`src/rtl/neuron_pkg.sv`:
```
// Shared types, constants and clipping helper for the neuron datapath blocks.
package neuron_pkg;

  typedef enum logic [1:0] {
    RELU  = 2'd0,
    IDENT = 2'd1,
    LEAKY = 2'd2
  } act_mode_e;

  typedef enum logic [1:0] {
    ACCUM  = 2'd0,
    FINISH = 2'd1,
    OUT    = 2'd2
  } neuron_state_e;

  localparam int LEAKY_SHIFT = 3;

  // Saturate a signed value (up to 64 bits) into a signed range of 'width' bits.
  function automatic logic signed [63:0] sat_clip(input logic signed [63:0] value,
                                                  input int width);
    logic signed [63:0] hi;
    logic signed [63:0] lo;
    hi = (64'sd1 <<< (width - 1)) - 64'sd1;
    lo = -(64'sd1 <<< (width - 1));
    if (value > hi) return hi;
    if (value < lo) return lo;
    return value;
  endfunction

endpackage

```
`src/rtl/neuron_activate.sv`:
```
// Combinational clip to DATA_W followed by the selected activation.
// NEURON_SAT_EN selects saturating clip; otherwise the low DATA_W bits are kept.
module neuron_activate
  import neuron_pkg::*;
#(
  parameter int        IN_W     = 32,
  parameter int        DATA_W   = 16,
  parameter act_mode_e ACT_MODE = RELU
) (
  input  logic signed [IN_W-1:0]   value,
  output logic signed [DATA_W-1:0] result
);

  logic signed [DATA_W-1:0] clipped;
  logic                     unused_bits;

`ifdef NEURON_SAT_EN
  logic signed [63:0] sat_full;

  always_comb begin
    sat_full = sat_clip(64'(value), DATA_W);
    clipped  = sat_full[DATA_W-1:0];
  end

  assign unused_bits = ^sat_full;
`else
  always_comb clipped = value[DATA_W-1:0];

  assign unused_bits = ^value;
`endif

  always_comb begin
    result = clipped;
    case (ACT_MODE)
      RELU:    if (clipped < 0) result = '0;
      LEAKY:   if (clipped < 0) result = clipped >>> LEAKY_SHIFT;
      default: result = clipped;
    endcase
  end

endmodule

```
`src/rtl/seq_mac_neuron.sv`:
```
// Sequential neuron: one multiply-accumulate per accepted beat, then rescale,
// clip and activate. Define NEURON_SAT_EN for a saturating clip.
module seq_mac_neuron
  import neuron_pkg::*;
#(
  parameter int                       INPUT_COUNT = 4,
  parameter int                       DATA_W      = 16,
  parameter int                       FRAC_BITS   = 8,
  parameter int                       ACC_W       = 40,
  parameter logic signed [DATA_W-1:0] WEIGHTS [INPUT_COUNT] = '{default: '0},
  parameter logic signed [DATA_W-1:0] BIAS        = '0,
  parameter int                       ACT_MODE    = 0
) (
  input  logic                     clk,
  input  logic                     rst,
  input  logic                     in_valid,
  output logic                     in_ready,
  input  logic signed [DATA_W-1:0] in_data,
  input  logic                     in_last,
  output logic                     out_valid,
  input  logic                     out_ready,
  output logic signed [DATA_W-1:0] out_data,
  output logic                     err_len
);

  localparam int IDX_W  = (INPUT_COUNT > 1) ? $clog2(INPUT_COUNT) : 1;
  localparam int PROD_W = 2 * DATA_W;
  localparam logic signed [ACC_W-1:0] ACC_INIT = ACC_W'(BIAS) <<< FRAC_BITS;

  neuron_state_e            state;
  neuron_state_e            state_next;
  logic [IDX_W-1:0]         idx;
  logic signed [ACC_W-1:0]  acc;
  logic signed [PROD_W-1:0] prod;
  logic signed [ACC_W-1:0]  acc_scaled;
  logic signed [DATA_W-1:0] act_result;
  logic                     at_end;

  assign at_end = (idx == IDX_W'(INPUT_COUNT - 1));

  always_comb prod = PROD_W'(in_data) * PROD_W'(WEIGHTS[idx]);

  always_comb acc_scaled = acc >>> FRAC_BITS;

  neuron_activate #(
    .IN_W    (ACC_W),
    .DATA_W  (DATA_W),
    .ACT_MODE(act_mode_e'(ACT_MODE))
  ) u_activate (
    .value (acc_scaled),
    .result(act_result)
  );

  always_ff @(posedge clk) begin
    if (rst) state <= ACCUM;
    else     state <= state_next;
  end

  always_comb begin
    state_next = state;
    in_ready   = 1'b0;
    case (state)
      ACCUM: begin
        in_ready = 1'b1;
        if (in_valid && (in_last || at_end)) state_next = FINISH;
      end
      FINISH:  state_next = OUT;
      OUT:     if (out_ready) state_next = ACCUM;
      default: state_next = ACCUM;
    endcase
  end

  // Accumulate on accepted beats; FINISH registers the activated result.
  always_ff @(posedge clk) begin
    if (rst) begin
      idx       <= '0;
      acc       <= ACC_INIT;
      out_data  <= '0;
      out_valid <= 1'b0;
      err_len   <= 1'b0;
    end else begin
      err_len <= 1'b0;
      case (state)
        ACCUM: begin
          if (in_valid) begin
            acc <= acc + ACC_W'(prod);
            idx <= idx + 1'b1;
            if (in_last || at_end) err_len <= (in_last != at_end);
          end
        end
        FINISH: begin
          out_data  <= act_result;
          out_valid <= 1'b1;
        end
        OUT: begin
          if (out_ready) begin
            out_valid <= 1'b0;
            acc       <= ACC_INIT;
            idx       <= '0;
          end
        end
        default: ;
      endcase
    end
  end

endmodule

```
`config.mk`:
```
export PLATFORM = sky130hd
export DESIGN_NAME = seq_mac_neuron
export DESIGN_NICKNAME = d
export VERILOG_FILES = /design/src/rtl/neuron_pkg.sv /design/src/rtl/neuron_activate.sv /design/src/rtl/seq_mac_neuron.sv
export SDC_FILE = /design/constraint.sdc
export NUM_CORES = 1
export LEC_CHECK = 0
export ABC_AREA = 1
export BUFFER_PORTS_ARGS = -buffer_cell sky130_fd_sc_hd__buf_2
export CAP_MARGIN = 20
export CORE_AREA = 5 5 42 44
export CTS_BUF_LIST = sky130_fd_sc_hd__clkbuf_4 sky130_fd_sc_hd__clkbuf_8
export CTS_CLUSTER_SIZE = 14
export DETAILED_ROUTE_END_ITERATION = 10
export DIE_AREA = 0 0 47 49
export HOLD_SLACK_MARGIN = 0.03
export PLACE_DENSITY = 0.67
export REMOVE_ABC_BUFFERS = 1
export SLEW_MARGIN = 20
export SYNTH_ARGS = -nofsm -noshare
export SYNTH_HDL_FRONTEND = slang
export SYNTH_SLANG_ARGS = --single-unit
export TNS_END_PERCENT = 50
```
`constraint.sdc`:
```
create_clock -name clk -period 3.7 [get_ports clk]
set_input_delay 0.185 -clock clk [delete_from_list [all_inputs] [get_ports clk]]
set_output_delay 0.185 -clock clk [all_outputs]
set_load 0.02 [all_outputs]
```
# ---- Yosys cells after proc, flatten, opt, wreduce, memory -nomap -nowiden
# Cells that the tools add are included.
dict set report classes {
  addsub 2
  multipliers 1
  magnitude_cmp 2
  eq_ne 7
  n_mux 15
  bitwise_logic 4
  n_reduce_logical 9
}
# operator n
set ops {}
lappend ops {{two-way mux 40 bit} 2}
lappend ops {{one-hot mux 40 bit (2 select lines)} 1}
lappend ops {{two-way mux 16 bit} 3}
lappend ops {{adder 40 x 32 -> 40 bit} 1}
lappend ops {{binary-select mux 16 bit (select 2 bit)} 1}
lappend ops {{multiplier 16 x 16 -> 32 bit} 1}
lappend ops {{< comparator 16 x 1 -> 1 bit, second input constant} 1}
lappend ops {{two-way mux 2 bit} 3}
lappend ops {{!= test 2 bit, second input constant} 3}
lappend ops {{one-hot mux 2 bit (3 select lines)} 1}
lappend ops {{equality test 2 bit, second input constant} 2}
lappend ops {{one-hot mux 2 bit (2 select lines)} 1}
lappend ops {{AND reduction 2 bit} 2}
lappend ops {{nonzero test 2 bit} 2}
lappend ops {{OR reduction 4 bit} 1}
lappend ops {{>= comparator 3 bit, second input constant} 1}
lappend ops {{inverter 1 bit} 3}
lappend ops {{inverter 2 -> 3 bit} 1}
lappend ops {{AND reduction 3 bit} 1}
lappend ops {{adder 2 x 1 -> 2 bit, second input constant} 1}
lappend ops {{equality test 2 x 1 -> 1 bit, second input constant} 1}
lappend ops {{logical NOT 2 bit} 1}
lappend ops {{two-way mux 1 bit} 2}
lappend ops {{one-hot mux 1 bit (2 select lines)} 1}
lappend ops {{3 further kinds} 3}
dict set report word_totals {
  ff_bits 62
  in_bits 21
  out_inout_bits 19
  elab_cells 46
}

# ---- Longest topological paths before layout
dict set report logic_depth {
  ltp_word 8
  depth_mapped 6
  depth_no_buf 6
}

# ---- By module
# Synthesis repeated with hierarchy kept, for this count alone.
dict set report unflattened {
  cells_unflattened 133
  hier_area_um2 963.4
}
# module instances cells_per_inst area_each_um2 seq_area_each_um2
set modules_own_cells {}
lappend modules_own_cells {seq_mac_neuron 1 100 828.3 440.4}
lappend modules_own_cells {neuron_activate 1 33 135.1 0.0}

# ---- Worst setup path after synthesis
# Ideal clock, no wire load.
dict set report synth_timing {
  path_kind {register to register}
  from {register idx[0]}
  to {register err_len}
  setup_ns 0.073
  arrival_ns 1.083
  required_time_ns 3.627
  setup_slack_ns 2.544
  stages_incl_launch_ff 6
  n_path_buf 0
  period_less_slack_ns 1.156
  cell_sequence {dfxtp_1 -> ha_1 -> inv_1 -> ha_1 -> or2_2 -> nor3b_2}
}
dict set report synth_via {
  elab_chain_len 4
  word_cells_on_any_way 5
  classes_between {eq/ne: 2; bitwise: 1; reduce/logical: 2}
}
# element line
set synth_lines {}
lappend synth_lines {{start, declared} seq_mac_neuron.sv:32} ;# logic [IDX_W-1:0] idx;
lappend synth_lines {{start signal, assigned} seq_mac_neuron.sv:87} ;# idx <= idx + 1'b1;
lappend synth_lines {{equality test 2 bit (*)} seq_mac_neuron.sv:39} ;# assign at_end = (idx == IDX_W'(INPUT_COUNT - 1));
lappend synth_lines {{logical OR 1 bit} seq_mac_neuron.sv:88} ;# if (in_last || at_end) err_len <= (in_last != at_end);
lappend synth_lines {{inverter 1 bit (no line)} n/a}
lappend synth_lines {{OR reduction 4 bit (no line)} n/a}
lappend synth_lines {{end signal, assigned} seq_mac_neuron.sv:88}
lappend synth_lines {{end, declared} seq_mac_neuron.sv:23} ;# output logic err_len
# Mark *: on every way between the ends. The rest lies on a longest branch, timed or not.
# A chain may end at the register's enable or synchronous reset.

# ---- Worst setup path in the final report
# Ends and elaborated chain as after synthesis.

==> flow_metrics.tcl <==
set metrics [dict create \
    status "finished, final reports clean" \
    cap_violations 0 \
    timing.rr.start "idx[0]$_SDFFE_PP0P_" \
    critPathLaunchType "register" \
    ys_seq_area_share_pct 29.8 \
    drcViolationCount 0 \
    critPathKind "register to register" \
    die_area_sq_mm 0.00230 \
    grt-ovfl-total 0 \
    die_w_microns 47 \
    critical_path.slowest_cell "dfxtp_1" \
    area_delta_synth_final_pct 3.42 \
    rows 14 \
    irDropWorstVdd_mv 0.182 \
    worstHoldPathCells 2 \
    antenna_cells 0 \
    vias 286 \
    start_util_pct 28.7 \
    layout_setup_ws_ns 2.49 \
    clkTransAtPathRegs_ns 0.04 \
    synth-seq-cells 6 \
    drt_wl_total_microns 599 \
    placed_area_sq_um 394 \
    design_area_sq_um 417 \
    track_usage_pct 5.72 \
    crit_top_cell "ha_1" \
    mostFrequentLayoutCells "16 x conb_1, 8 x nand2_1, 7 x inv_1, 7 x buf_2, 6 x dfxtp_1" \
    cts_root_buf "clkbuf_4" \
    dr.pass1.iters 2 \
    hold_viol 0 \
    reg2regPathDepth 5 \
    pin_count 40 \
    cp.depth 5 \
    max_freq_ghz 0.830 \
    clock_path_buffers 2 \
    place.gp.congestion 0.693 \
    critPathMaxStageDelay_ns 0.33 \
    detail-route-antenna-nets 0 \
    synth.distinct_cells 17 \
    crit_family "simple AND/OR/NAND/NOR gates" \
    post-place-ws_ns 2.50 \
    netlist_area_sq_um 403 \
    crit_buf_inv 1 \
    first_global_vias 250 \
    path_max_fanout 2 \
    fillerInstances 162 \
    regToRegSetupSlack_ns 2.49 \
    cts_made_buffers 3 \
    drtIter0Drc 5 \
    period_share_pct 32.6 \
    drv_slew 0 \
    htree_levels 1 \
    reg2reg_to "err_len$_SDFF_PP0_" \
    cts_tree "built" \
    yosys_warnings 0 \
    antenna_found_initial 0 \
    grt_pass1_wl_microns 910 \
    critPathCaptureType "register" \
    worstPathRequired_ns 3.87 \
    setup_viol 0 \
    worstHoldEndpoint "state[1]$_SDFFE_PP0P_" \
    powerDensity_mw_per_mm2 396 \
    hp-class "input pin to register" \
    synthCells 53 \
    power_uw 165 \
    layout-drive-gt1-share_pct 22.6 \
    setup_tns_ns 0 \
    port_buffers 7 \
    worstSkewPairLatency_ns 0.24 \
    grt_max_degree 5 \
    post_cts_buffers 0 \
    die_h_microns 49 \
    period_needed_ns 1.21 \
    routedWlPerCell_microns 7.68 \
    rsz0062_at_grt "no" \
    final_common_cell "conb_1" \
    hpwl_microns 520 \
    power_leakage_uw 0.000230 \
    layout.nets 87 \
    cts-resized-gates 0 \
    avgSynthCellArea_sq_um 7.60 \
    cts.sinks 6 \
    finClkSkew_ns 0.00312 \
    crit_chain "ha_1 > inv_1 > ha_1 > or2_2 > nor3b_2" \
    core_sq_mm 0.00140 \
    postCtsHoldBufs 0 \
    drt-vias-per-instance 3.67 \
    worstHoldStart "rst" \
    cp.arrival_ns 1.38 \
]
## metrics by stage
stage / utilization, % / cells / hold slack, ns
after global routing: 29.7 / 78 / 0.161
after CTS: 29.7 / 78 / 0.146
after global placement: 28.1 / 75 / 0.401
after detailed placement: 28.1 / 75 / 0.403
final: 29.7 / 78 / 0.149
after floorplan: - / 52 / 0.254
## routing by layer
metal / vias up / global-route usage, % / wire length, microns
li1: 147 / - / -
met1: 123 / 5.32 / 205
met2: 16 / 8.82 / 302
met3: 0 / 5.54 / 91
met4: 0 / 1.38 / 0
met5: - / 0 / 0
## Yosys cell counts (all sizes together)
cell type,n,area [sq um]
nor3b,1,12.5
inv,7,26.3
nor2,4,17.5
o21ai,1,5.00
buf,16,120
a21boi,1,7.51
ha,2,25.0
nand4,1,6.26
a21oi,1,5.00
dfxtp,6,120
nand3,1,5.00
conb,1,3.75
nand2,9,36.3
or2,2,12.5
## how the worst max path moves through the flow
| stage | startpoint | to |
|---|---|---|
| floorplan | idx[0]$_SDFFE_PP0P_ | err_len$_SDFF_PP0_ |
| global placement | idx[0]$_SDFFE_PP0P_ | err_len$_SDFF_PP0_ |
| detailed placement | idx[0]$_SDFFE_PP0P_ | err_len$_SDFF_PP0_ |
| CTS | idx[0]$_SDFFE_PP0P_ | err_len$_SDFF_PP0_ |
| global route | idx[0]$_SDFFE_PP0P_ | err_len$_SDFF_PP0_ |
| finish | idx[0]$_SDFFE_PP0P_ | err_len$_SDFF_PP0_ |
## flip-flops by register name, indices dropped and copies added, names as in the netlist
signal	cells
err_len	1
idx	2
out_valid	1
state	2
## cell type report
class	instances	area, sq um	share of cell area (%)
inverter	7	26.3	6.31
timing repair buffer	7	35.0	8.41
tap	16	20.0	4.80
sequential	6	120	28.8
clock buffer	3	22.5	5.41
multi-input combinational	39	193	46.2
## worst register-to-register path, delay by kind of cell (launching register included)
family,cells,cell delay [ns]
simple gates,2,0.47
flops,1,0.33
fa+ha+maj,2,0.30
buf+inv,1,0.04
## cell families (layout without fill, tap and decap cells)
| kind of cell | after synthesis | count (layout) | synth area share (%) |
|---|---|---|---|
| AOI/OAI and AO/OA | 3 | 3 | 4.35 |
| DFF | 6 | 6 | 29.8 |
| adders and majority gates | 2 | 2 | 6.21 |
| buffers and inverters | 23 | 17 | 36.3 |
| other | 1 | 16 | 0.931 |
| and+or+nand+nor | 18 | 18 | 22.4 |
## power breakdown
group	internal, uW	total, uW	switching (uW)
clock	36.6	58.7	22.1
sequential	68.9	71.2	2.34
combinational	8.66	35.1	26.5
total	114	165	50.9
(Power assumes the default switching activity.)
